--- config.mk ---
export PLATFORM = sky130hd
export DESIGN_NAME = ifu_fetch
export DESIGN_NICKNAME = d
export VERILOG_FILES = /design/src/rtl/ifu_pkg.sv /design/src/rtl/ifu_fifo.sv /design/src/rtl/ifu_fetch.sv
export SDC_FILE = /design/constraint.sdc
export NUM_CORES = 1
export LEC_CHECK = 0
export ABC_AREA = 0
export ABC_CLOCK_PERIOD_IN_PS = 3700
export BUFFER_PORTS_ARGS = -buffer_cell sky130_fd_sc_hd__buf_2
export CORE_MARGIN = 2
export CORE_UTILIZATION = 49
export CTS_CLUSTER_SIZE = 25
export DETAILED_ROUTE_END_ITERATION = 8
export GPL_ROUTABILITY_DRIVEN = 0
export PLACE_DENSITY_LB_ADDON = 0.05
export SYNTH_ARGS = -nofsm -noshare
export SYNTH_HDL_FRONTEND = slang
export SYNTH_SLANG_ARGS = --single-unit
export TNS_END_PERCENT = 50
--- constraint.sdc ---
create_clock -name i_clk -period 3.7 [get_ports i_clk]
set_clock_uncertainty 0.2 [all_clocks]
set_input_delay 0.555 -clock i_clk [delete_from_list [all_inputs] [get_ports i_clk]]
set_output_delay 0.555 -clock i_clk [all_outputs]
set_load 0.005 [all_outputs]
--- src/rtl/ifu_pkg.sv ---
// ifu_pkg: shared FSM state, instruction width and PC step for the fetch unit
package ifu_pkg;
  typedef enum logic [1:0] {BOOT, RUN, FLUSH} state_t;
  localparam int XLEN = 32;
  localparam logic [XLEN-1:0] PC_INC = XLEN'(4);
endpackage

--- src/rtl/ifu_fifo.sv ---
// ifu_fifo: synchronous FIFO, async active-low reset, synchronous clear
// Ports: clk/rst_n, push+wdata, pop, clr (drops all entries, wins over push/pop),
// rdata (head entry), count (entries held). Push when full and pop when empty are ignored.
module ifu_fifo #(
  parameter int W = 32,
  parameter int DEPTH = 2,
  localparam int AW = $clog2(DEPTH),
  localparam int CW = AW + 1
) (
  input  logic          clk,
  input  logic          rst_n,
  input  logic          push,
  input  logic          pop,
  input  logic          clr,
  input  logic [W-1:0]  wdata,
  output logic [W-1:0]  rdata,
  output logic [CW-1:0] count
);
  localparam logic [CW-1:0] FULL = CW'(DEPTH);
  logic [W-1:0] mem_q [DEPTH];
  logic [AW-1:0] wp_q, wp_d, rp_q, rp_d;
  logic [CW-1:0] cnt_q, cnt_d;
  logic do_push, do_pop;
  always_comb begin
    do_push = push & (cnt_q != FULL) & ~clr;
    do_pop = pop & (cnt_q != '0) & ~clr;
    wp_d = clr ? '0 : wp_q + AW'(do_push);
    rp_d = clr ? '0 : rp_q + AW'(do_pop);
    cnt_d = clr ? '0 : cnt_q + CW'(do_push) - CW'(do_pop);
  end
  always_ff @(posedge clk or negedge rst_n) begin
    if (!rst_n) begin
      wp_q <= '0;
      rp_q <= '0;
      cnt_q <= '0;
      for (int i = 0; i < DEPTH; i++) mem_q[i] <= '0;
    end else begin
      wp_q <= wp_d;
      rp_q <= rp_d;
      cnt_q <= cnt_d;
      if (do_push) mem_q[wp_q] <= wdata;
    end
  end
  assign rdata = mem_q[rp_q];
  assign count = cnt_q;
endmodule

--- src/rtl/ifu_fetch.sv ---
// ifu_fetch: instruction fetch unit, sole writer of the PC register
// Ports: i_clk/i_resetn; i_pc in, o_pc_we/o_pc_next out (PC register);
// o_imem_req/o_imem_addr/i_imem_gnt/i_imem_rvalid/i_imem_rdata (in-order memory);
// o_id_valid/o_id_instr/o_id_pc/i_id_ready (decode); i_redirect/i_redirect_pc (execute).
// Optional IFU_PERF_EN adds o_fetch_cnt, the count of instructions taken by decode.
module ifu_fetch import ifu_pkg::*; #(
  parameter logic [31:0] RESET_PC = 32'h0000_0000,
  parameter int BUF_DEPTH = 2
) (
  input  logic        i_clk,
  input  logic        i_resetn,
  input  logic [31:0] i_pc,
  output logic        o_pc_we,
  output logic [31:0] o_pc_next,
  output logic        o_imem_req,
  output logic [31:0] o_imem_addr,
  input  logic        i_imem_gnt,
  input  logic        i_imem_rvalid,
  input  logic [31:0] i_imem_rdata,
  output logic        o_id_valid,
  output logic [31:0] o_id_instr,
  output logic [31:0] o_id_pc,
  input  logic        i_id_ready,
  input  logic        i_redirect,
  input  logic [31:0] i_redirect_pc
`ifdef IFU_PERF_EN
  ,
  output logic [31:0] o_fetch_cnt
`endif
);
  localparam int CW = $clog2(BUF_DEPTH) + 1;
  localparam logic [CW:0] LIMIT = (CW+1)'(BUF_DEPTH);
  state_t state_q, state_d;
  logic [CW-1:0] outst, bufc, outst_nx, drop_q, drop_d;
  logic redir, req, grant, rv_ok, dropping;
  logic [XLEN-1:0] pcq_head;
  logic [2*XLEN-1:0] buf_head;
  // Everything is gated by reset so the PC register sees no write while held in reset.
  // Credits use registered counts only: a pop this cycle frees its slot next cycle.
  always_comb begin
    redir = i_redirect & i_resetn;
    rv_ok = i_imem_rvalid & (outst != '0);
    req = state_q == RUN && ({1'b0, outst} + {1'b0, bufc}) < LIMIT && !redir;
    grant = req & i_imem_gnt;
    dropping = state_q == FLUSH && drop_q != '0;
    outst_nx = outst + CW'(grant) - CW'(rv_ok);
    o_pc_we = i_resetn & (state_q == BOOT | redir | grant);
    o_pc_next = redir ? i_redirect_pc : grant ? i_pc + PC_INC : RESET_PC;
    drop_d = redir ? outst_nx : (dropping && rv_ok) ? drop_q - CW'(1) : drop_q;
    state_d = redir ? (outst_nx != '0 ? FLUSH : RUN) :
              state_q == BOOT ? RUN :
              (state_q == FLUSH && drop_d == '0) ? RUN : state_q;
  end
  always_ff @(posedge i_clk or negedge i_resetn) begin
    if (!i_resetn) begin
      state_q <= BOOT;
      drop_q <= '0;
    end else begin
      state_q <= state_d;
      drop_q <= drop_d;
    end
  end
  ifu_fifo #(.W(XLEN), .DEPTH(BUF_DEPTH)) u_pcq (
    .clk(i_clk), .rst_n(i_resetn), .push(grant), .pop(rv_ok), .clr(1'b0),
    .wdata(i_pc), .rdata(pcq_head), .count(outst)
  );
  ifu_fifo #(.W(2*XLEN), .DEPTH(BUF_DEPTH)) u_buf (
    .clk(i_clk), .rst_n(i_resetn), .push(rv_ok & ~dropping & ~redir),
    .pop(o_id_valid & i_id_ready), .clr(redir),
    .wdata({i_imem_rdata, pcq_head}), .rdata(buf_head), .count(bufc)
  );
  assign o_imem_req = req;
  assign o_imem_addr = i_pc;
  assign o_id_valid = bufc != '0;
  assign o_id_instr = buf_head[2*XLEN-1:XLEN];
  assign o_id_pc = buf_head[XLEN-1:0];
`ifdef IFU_PERF_EN
  logic [31:0] fetch_cnt_q, fetch_cnt_d;
  always_comb fetch_cnt_d = fetch_cnt_q + 32'(o_id_valid & i_id_ready);
  always_ff @(posedge i_clk or negedge i_resetn) begin
    if (!i_resetn) fetch_cnt_q <= '0;
    else fetch_cnt_q <= fetch_cnt_d;
  end
  assign o_fetch_cnt = fetch_cnt_q;
`endif
endmodule
== Word level (Yosys, flattened, before mapping) ==
Index checks and enable logic that the tools add are counted.
Cells by class
  equal/unequal tests: 4
  reductions and logical operators: 15
  multiplexer cells: 23
  add/subtract/negate cells: 13
  order comparisons: 7
  bitwise operators: 21
Operators with widths (number)
  two-way mux 64 bit: 4
  two-way mux 32 bit: 6
  bitwise mux 128 bit: 1
  bitwise mux 64 bit: 1
  demux 64 bit (select 1 bit): 1
  adder 32 x 3 -> 32 bit (second input constant): 1
  demux 32 bit (select 1 bit): 1
  two-way mux 2 bit: 7
  AND 1 bit: 13
  greater-or-equal comparator 2 bit (second input constant): 4
  inverter 1 -> 2 bit: 4
  nonzero test 2 bit: 4
  logical AND 1 bit: 7
  adder 2 x 1 -> 2 bit: 3
  subtractor 2 x 1 -> 2 bit: 3
  adder 1 bit: 4
  zero test 2 bit: 2
  < comparator 2 x 1 -> 1 bit (second input constant): 2
  != test 2 bit (second input constant): 2
  adder 2 x 2 -> 3 bit: 1
  < comparator 3 x 2 -> 1 bit (second input constant): 1
  nonzero test 3 bit: 1
  == test 2 x 1 -> 1 bit (second input constant): 1
  == test 2 bit (second input constant): 1
  5 further kinds: 8
Storage, ports and cells
  register bits after elaboration: 204
  output and inout port bits: 131
  logic and storage cells: 95
  bits of input ports: 102

== Longest topological paths before layout ==
Gate-level depths: netlist of run 1.
  depth after elaboration: 13
  mapped depth: 12
  depth with buffers taken out: 10

== Modules after synthesis ==
Synthesis of run 1 repeated with hierarchy kept, for this count alone.
Unflattened totals
  cells, all modules: 809
  area, all modules: 10662.7 sq um
Modules (own cells, without submodules)
  ifu_fifo at u_buf: cells each 363, area each 5824.3 sq um, instances 1, sequential area each 3303.2 sq um
  ifu_fifo at u_pcq: cells each 194, area each 3185.6 sq um, instances 1, sequential area each 1701.6 sq um
  ifu_fetch: cells each 252, area each 1652.8 sq um, instances 1, sequential area each 100.1 sq um

== Worst setup path after synthesis of run 1 ==
No wires, ideal clock.
  path kind: reg2reg
  start: register u_pcq.cnt_q[0] (netlist: u_pcq.count[0])
  end: register u_pcq.mem_q[10] (netlist bit)
  period minus slack after synthesis: 3399 ps
  arrival: 3074 ps
  cell stages (with the launch flop): 13
  required time: 3375 ps
  path buffers: 4
  setup slack: 301 ps
  path through: dfrtp_1 inv_1 nor2_1 fa_1 nor4b_1 nand3_1 clkbuf_1 clkbuf_1 a21oi_1 ha_1 clkbuf_1 buf_1 mux2_2
Between the ends
  longest elaborated chain between the ends: 6
  elaborated cells between the ends (all ways): 7
  classes of those cells: add/sub: 1; order compare: 1; eq/ne: 1; bitwise: 2; reduce/logical: 2
RTL lines
  start, declared: RTL line ifu_fifo.sv:22  | logic [CW-1:0] cnt_q, cnt_d;
  start signal, assigned: RTL line ifu_fifo.sv:40  | cnt_q <= cnt_d;
  adder 2 x 2 -> 3 bit: RTL line ifu_fetch.sv:43  | req = state_q == RUN && ({1'b0, outst} + {1'b0, bufc}) < LIMIT && !redir;
  < comparator 3 x 2 -> 1 bit: RTL line ifu_fetch.sv:43
  logical AND 1 bit (2 in a row): RTL line ifu_fetch.sv:43
  AND 1 bit: RTL line ifu_fetch.sv:44  | grant = req & i_imem_gnt;
  AND 1 bit *: RTL line ifu_fifo.sv:25  | do_push = push & (cnt_q != FULL) & ~clr;
  end signal, assigned by index: RTL line ifu_fifo.sv:41  | if (do_push) mem_q[wp_q] <= wdata;
  end, declared: RTL line ifu_fifo.sv:20  | logic [W-1:0] mem_q [DEPTH];
Mark *: on every way between the ends. The rest lies on a longest branch, timed or not.
A chain may end at the register's enable or synchronous reset.

== Worst setup path after layout of run 1 ==
  start: register u_pcq.cnt_q[0] (netlist: u_pcq.count[0])
  end: output o_pc_next[29]
Between the ends
  longest elaborated chain between the ends: 7
RTL lines
  adder 2 x 2 -> 3 bit: RTL line ifu_fetch.sv:43
  < comparator 3 x 2 -> 1 bit: RTL line ifu_fetch.sv:43
  logical AND 1 bit (2 in a row): RTL line ifu_fetch.sv:43
  AND 1 bit: RTL line ifu_fetch.sv:44
  two-way mux 32 bit (2 in a row): RTL line ifu_fetch.sv:48  | o_pc_next = redir ? i_redirect_pc : grant ? i_pc + PC_INC : RESET_PC;
  end, declared: RTL line ifu_fetch.sv:14  | output logic [31:0] o_pc_next,
No other way between the ends.

==> results of run 1 <==
state kept, by name, indices dropped and copies added, names as in the netlist:
signal       cells
u_buf.rp_q       1
drop_q           2
u_pcq.mem_q     64
u_buf.wp_q       1
state_q          2
u_pcq.rp_q       1
u_pcq.wp_q       1
u_buf.count      2
u_buf.mem_q    128
u_pcq.count      2
layer usage:
metal  global-route usage (%)  up-vias  share of wire (%)
met3                     3.14       19                5.2
li1                         -     3392                  -
met5                        0        -                  0
met1                     30.8     3490                 49
met4                     4.17        0                1.1
met2                     33.6      217                 45
repair_timing:
action | in CTS | in global routing
buffers inserted | 0 | 7
gates resized for setup | 5 | 26
endpoints found under the hold margin | 12 | 0
setup endpoints to repair | 19 | 9
hold buffers | 1 | 0
gates cloned | 0 | 2
pin swaps | 1 | 23
how the worst max path moves through the flow:
stage	slack, ns	endpoint
after floorplan	0.30	u_pcq.mem_q[10]
after global placement	0.42	o_pc_next[27]
after detailed placement	0.33	o_pc_next[30]
after CTS	0.02	o_pc_next[22]
after global routing	-0.11	o_pc_next[29]
final	-0.01	o_pc_next[29]
cell families (layout without fill, tap and decap cells):
logic type | Yosys count | after routing | share of synthesized area [%]
AND/OR/NAND/NOR | 178 | 178 | 8.55
AO/OA/AOI/OAI | 112 | 112 | 6.64
XOR/XNOR | 21 | 21 | 1.84
buffers and inverters | 103 | 314 | 5.31
adder cells (fa/ha/maj) | 12 | 12 | 1.58
flip-flops | 204 | 204 | 51.1
multiplexers | 226 | 226 | 25.0
Yosys cell counts (all sizes together), types with 2 or more instances:
| cell | n |
|---|---|
| dfrtp | 204 |
| mux2 | 193 |
| nor2 | 78 |
| a21oi | 67 |
| buf | 46 |
| clkbuf | 43 |
| nand2 | 34 |
| mux2i | 33 |
| nand3 | 21 |
| xnor2 | 17 |
| o21ai | 16 |
| inv | 14 |
| ha | 11 |
| or4 | 11 |
| o211ai | 10 |
| nand4 | 9 |
| nor3 | 9 |
| a221o | 5 |
| o311a | 5 |
| xor2 | 4 |
| a22o | 3 |
| and2 | 3 |
| and4 | 3 |
| nor4 | 3 |
| nor3b | 2 |
power by group:
group	total [mW]	switching (mW)	internal, mW
Sequential	4.00	0.636	3.36
Combinational	4.19	1.86	2.33
Clock	2.24	0.877	1.37
Total	10.4	3.38	7.06
stage by stage:
step / power (mW) / setup WS (ns) / area, sq um / instances
CTS: 10.4 / 0.0244 / 12000 / 1328
finish: 10.4 / -0.0119 / 12200 / 1337
global route: 11.2 / -0.107 / 12200 / 1337
global placement: 8.01 / 0.417 / 11300 / 1286
detailed placement: 8.08 / 0.327 / 11300 / 1286
floorplan: 6.61 / 0.301 / 10000 / 856
final cells by class:
class	count	share of cell area, %
Clock inverter	8	0.787
Sequential cell	204	41.7
Clock buffer	33	5.33
Multi-Input combinational cell	549	36.7
Inverter	14	0.460
Tap cell	270	2.76
Timing Repair Buffer	259	12.2
==> flow_metrics.env, run 1 <==
export IMPL_outcome="complete, but fails checks"
export IMPL_violations="negative setup slack"
export IMPL_final_hold_violation_count=0
export IMPL_drt_wl_total_mm=22.9
export IMPL_cp_data_required_time_ns=2.94
export IMPL_synth_area_top_cells="dfrtp_1 (51%), mux2_2 (22%), a21oi_1 (3.4%)"
export IMPL_r2r_cells=10
export IMPL_netlist_area_leader_share_pct=51.1
export IMPL_fmax_mhz=269
export IMPL_clock_sinks=204
export IMPL_clock_path_buffers=3
export IMPL_dpl_hpwl_mm=15.0
export IMPL_finalCritPeriodShare_pct=100
export IMPL_p_leak_nw=5.65
export IMPL_relSlewSlack_pct=30.2
export IMPL_drv_slew=0
export IMPL_grt_usage_pct=21.0
export IMPL_dominantRegCellSynth="dfrtp_1"
export IMPL_drive_gt1_share_pct=48.7
export IMPL_cts_root_buf="clkbuf_16"
export IMPL_min_path_type="primary input to flop"
export IMPL_crit_type="flop to output port"
export IMPL_fin_crit_ns=3.71
export IMPL_cp_arrival_ns=2.96
export IMPL_final_common_cell="buf_2"
export IMPL_worstMarginPinSlew_ns=1.05
export IMPL_layout_common_cells="buf_2 (231), dfrtp_1 (202), mux2_2 (193)"
export IMPL_ys_warn_count=0
export IMPL_avgSynthCellArea_sq_um=11.7
export IMPL_crit_path_start_kind="flop"
export IMPL_crit_chain="inv_2, nor2_4, fa_1, nor4b_4, nand3_4, buf_12, or4_1, nand3_1, buf_2"
export IMPL_synth_seq_cells=204
export IMPL_slowest_delay_ns=0.51
export IMPL_routed_via_density=5.32
export IMPL_crit_family="simple AND/OR/NAND/NOR gates"
export IMPL_r2r_start="u_pcq.count[0]"
export IMPL_fillers=1682
export IMPL_synthArstFlopShare_pct=100
export IMPL_cts_max_level=1
export IMPL_overflow=0
export IMPL_fin_nets=1165
export IMPL_syn_area_sq_um=10000
export IMPL_setup_viol=2
export IMPL_wire_per_inst_um=17.1
export IMPL_final_util_pct=60.9
export IMPL_start_util_pct=49.7
export IMPL_ir_drop_mv=0.330
export IMPL_grt_pass1_vias=7165
export IMPL_drc_errors=0
export IMPL_min_path_cells=2
export IMPL_core_area_sq_um=20100
export IMPL_area_growth_synth_to_final_pct=22.5
export IMPL_cp_slowest_cell="fa_1"
export IMPL_fin_ws_ns=-0.0119
export IMPL_cp_max_fo=7
export IMPL_fp_dieW_um=147
export IMPL_endpoint_kind="output port"
export IMPL_synth_edff_count=0
export IMPL_timing_rr_end="u_pcq.mem_q[61]"
export IMPL_post_synth_top_area_cell="dfrtp_1"
export IMPL_io_buffers=232
export IMPL_antenna_left=0
export IMPL_maxCapViolCount=0
export IMPL_grt_pass1_wl_mm=37.0
export IMPL_vias=7118
export IMPL_antenna_found_initial=0
export IMPL_die_h_um=147
export IMPL_cts_buffers=23
export IMPL_crit_buf_inv=3
export IMPL_antenna_cells=0
export IMPL_syn_num_nets=970
export IMPL_rsz0062_at_grt="yes"
export IMPL_dr_pass1_iters=4
export IMPL_multiInputGateArea_sq_um=4500
export IMPL_reg2reg_setup_slack_ns=0.45
export IMPL_final_seq_area_sq_um=5110
export IMPL_clk_pin_slew_ns=0.06
export IMPL_setup_tns_ns=-0.0125
export IMPL_grt_max_degree=193
export IMPL_io_pins=233
export IMPL_cts_tree="built"
export IMPL_clk_latency_ns=0.49
export IMPL_dieArea_sq_um=21600
export IMPL_critical_path_startpoint="u_pcq.count[0]"
export IMPL_hold_path_startpoint="i_imem_rdata[14]"
export IMPL_path_depth=9
export IMPL_ys_types=43
export IMPL_p_per_area_nw_per_um2=852
export IMPL_seq_area_frac_synth_pct=51.1
export IMPL_hold_end="u_buf.mem_q[46]"
export IMPL_fin_hold_ws_ns=0.104
export IMPL_drtIter0Drc=327
export IMPL_syn_inst=856
export IMPL_row_count=52
(Power assumes the default switching activity.)
==> inputs of run 2 (changes only) <==
Settings changed: ABC_CLOCK_PERIOD_IN_PS 3700 to 4450, CORE_UTILIZATION 49 to 56, TNS_END_PERCENT 50 to default.
Clock period 3.7 ns to 4.45 ns, I/O delays scaled along.
==> run 2 against run 1 <==
Effect of this change: register-to-register slack better by 0.70 ns; non-clock buffer count down 12; the flow now finishes without violations; core utilization rose by 7.0 points; first-iteration DRC count grew 40%.
==> flow_metrics.env, run 2 (synthesis results as in run 1) <==
export IMPL_fin_nets=1152
export IMPL_dieArea_sq_um=18900
export IMPL_final_hold_violation_count=0
export IMPL_dpl_hpwl_mm=15.1
export IMPL_cts_buffers=22
export IMPL_final_common_cell="buf_2"
export IMPL_core_area_sq_um=17400
export IMPL_ir_drop_mv=0.365
export IMPL_cp_slowest_cell="inv_1"
export IMPL_instances_no_fill=1276
export IMPL_cts_tree="built"
export IMPL_relSlewSlack_pct=25.2
export IMPL_finalCritPeriodShare_pct=89.4
export IMPL_dr_pass1_iters=4
export IMPL_rsz0062_at_grt="no"
export IMPL_antenna_cells=0
export IMPL_post_cts_buffers=0
export IMPL_outcome="finished, final reports clean"
export IMPL_drtIter0Drc=458
export IMPL_largest_reg_flops=128
export IMPL_min_path_type="primary input to flop"
export IMPL_setup_tns_ns=0
export IMPL_io_buffers=232
export IMPL_fillers=1369
export IMPL_io_pins=233
export IMPL_drv_slew=0
export IMPL_start_util_pct=57.6
export IMPL_dp_cells=1238
export IMPL_drive_gt1_share_pct=45.0
export IMPL_p_per_area_nw_per_um2=703
export IMPL_vias=7117
export IMPL_cp_arrival_ns=3.11
export IMPL_antenna_found_initial=0
export IMPL_slowest_delay_ns=0.51
export IMPL_reg2reg_setup_slack_ns=1.15
export IMPL_grt_max_degree=203
export IMPL_grt_pass1_vias=6759
export IMPL_cts_root_buf="clkbuf_16"
export IMPL_critical_path_startpoint="u_buf.count[0]"
export IMPL_top_register="u_buf.mem_q"
export IMPL_postLayoutCellArea_sq_um=11800
export IMPL_p_leak_nw=5.44
export IMPL_fmax_mhz=251
export IMPL_clk_latency_ns=0.49
export IMPL_fin_crit_ns=3.98
export IMPL_maxCapViolCount=0
export IMPL_timing_rr_end="u_pcq.mem_q[52]"
export IMPL_cp_data_required_time_ns=3.58
export IMPL_drt_wl_total_mm=22.3
export IMPL_routed_via_density=5.58
export IMPL_crit_path_start_kind="flop"
export IMPL_crit_type="flop to output port"
export IMPL_layout_common_cells="buf_2 (231), dfrtp_1 (202), mux2_2 (193)"
export IMPL_grt_usage_pct=23.5
export IMPL_r2r_cells=9
export IMPL_area_growth_synth_to_final_pct=17.8
export IMPL_crit_chain="inv_1, nor2_1, fa_1, nor4b_1, nand3_1, inv_1, o311a_1, a221o_1, buf_2"
export IMPL_top_regs="u_buf.mem_q (128), u_pcq.mem_q (64)"
export IMPL_clk_pin_slew_ns=0.06
export IMPL_place_area_sq_um=11100
export IMPL_cts_max_level=1
export IMPL_die_h_um=138
export IMPL_row_count=48
export IMPL_drc_errors=0
export IMPL_grt_pass1_wl_mm=35.3
export IMPL_crit_path_end="o_pc_next[27]"
export IMPL_antenna_left=0
export IMPL_worstMarginPinSlew_ns=1.12
export IMPL_overflow=0
export IMPL_clock_path_buffers=3
export IMPL_fp_dieW_um=138
export IMPL_clock_sinks=204
export IMPL_cp_max_fo=20
export IMPL_r2r_start="u_buf.count[0]"
export IMPL_crit_top_cell="inv_1"
export IMPL_endpoint_kind="output port"
export IMPL_setup_viol=0
export IMPL_wire_per_inst_um=17.5
[run 2: cell types whose count changed in the layout (fill, tap and decap cells not counted), sizes merged]
| cell | delta |
|---|---|
| clkbuf | +1 |
| buf | -10 |
| clkinv | -3 |
| clkinvlp | -2 |
| bufinv | -2 |
[run 2: per-layer routing]
layer / part of all wire (%) / GRT usage, %
met1: 47 / 34.3
met3: 6.2 / 3.68
met5: 0 / 0
met4: 1.3 / 5.56
met2: 45 / 37.1
[run 2: metrics by stage]
step / total power [mW] / util (%) / setup slack, ns / hold WS [ns]
after floorplan: 5.50 / - / 1.05 / 0.172
after global placement: 6.60 / 64.2 / 1.01 / 0.284
after detailed placement: 6.69 / 64.2 / 0.979 / 0.291
after CTS: 8.37 / 67.9 / 0.468 / 0.203
after global routing: 8.90 / 67.9 / 0.252 / 0.208
final: 8.28 / 67.9 / 0.473 / 0.220
[run 2: repair_timing]
item / 4_1_cts / 5_1_grt
endpoints found under the hold margin: 2 / 0
hold buffers: 1 / 0
resized for setup: 0 / 0
[run 2: cell type report]
type | instances | area (sq um) | area share (%)
Timing Repair Buffer | 247 | 1320 | 11.2
Clock inverter | 1 | 5.00 | 0.0425
Tap cell | 225 | 282 | 2.39
Sequential cell | 204 | 5110 | 43.3
Inverter | 14 | 52.6 | 0.446
Multi-Input combinational cell | 549 | 4390 | 37.3
Clock buffer | 36 | 624 | 5.30
[run 2: how the worst min path moves through the flow]
stage | start | end | slack [ns] | depth (start not counted)
2_1_floorplan | i_resetn | drop_q[0] | 0.17 | 0
3_3_place_gp | u_buf.mem_q[62] | u_buf.mem_q[62] | 0.28 | 1
3_5_place_dp | i_resetn | u_pcq.count[0] | 0.29 | 1
4_1_cts | i_imem_rdata[12] | u_buf.mem_q[44] | 0.20 | 2
5_1_grt | i_imem_rdata[30] | u_buf.mem_q[126] | 0.21 | 2
6_report | i_imem_rdata[15] | u_buf.mem_q[47] | 0.22 | 2
[run 2: worst max-delay path: cells and delay by family, from the launching register on]
kind	cells	cell delay (ns)
buffers and inverters	3	0.68
AND/OR/NAND/NOR	3	0.78
adder cells (fa/ha/maj)	1	0.43
flip-flops	1	0.34
AO/OA/AOI/OAI	2	0.39
[run 2: power breakdown]
group | internal, mW | total, mW | switching [mW] | leakage, nW
Combinational | 1.82 | 3.26 | 1.44 | 2.70
Clock | 0.950 | 1.63 | 0.680 | 0.303
Sequential | 2.79 | 3.39 | 0.592 | 2.43
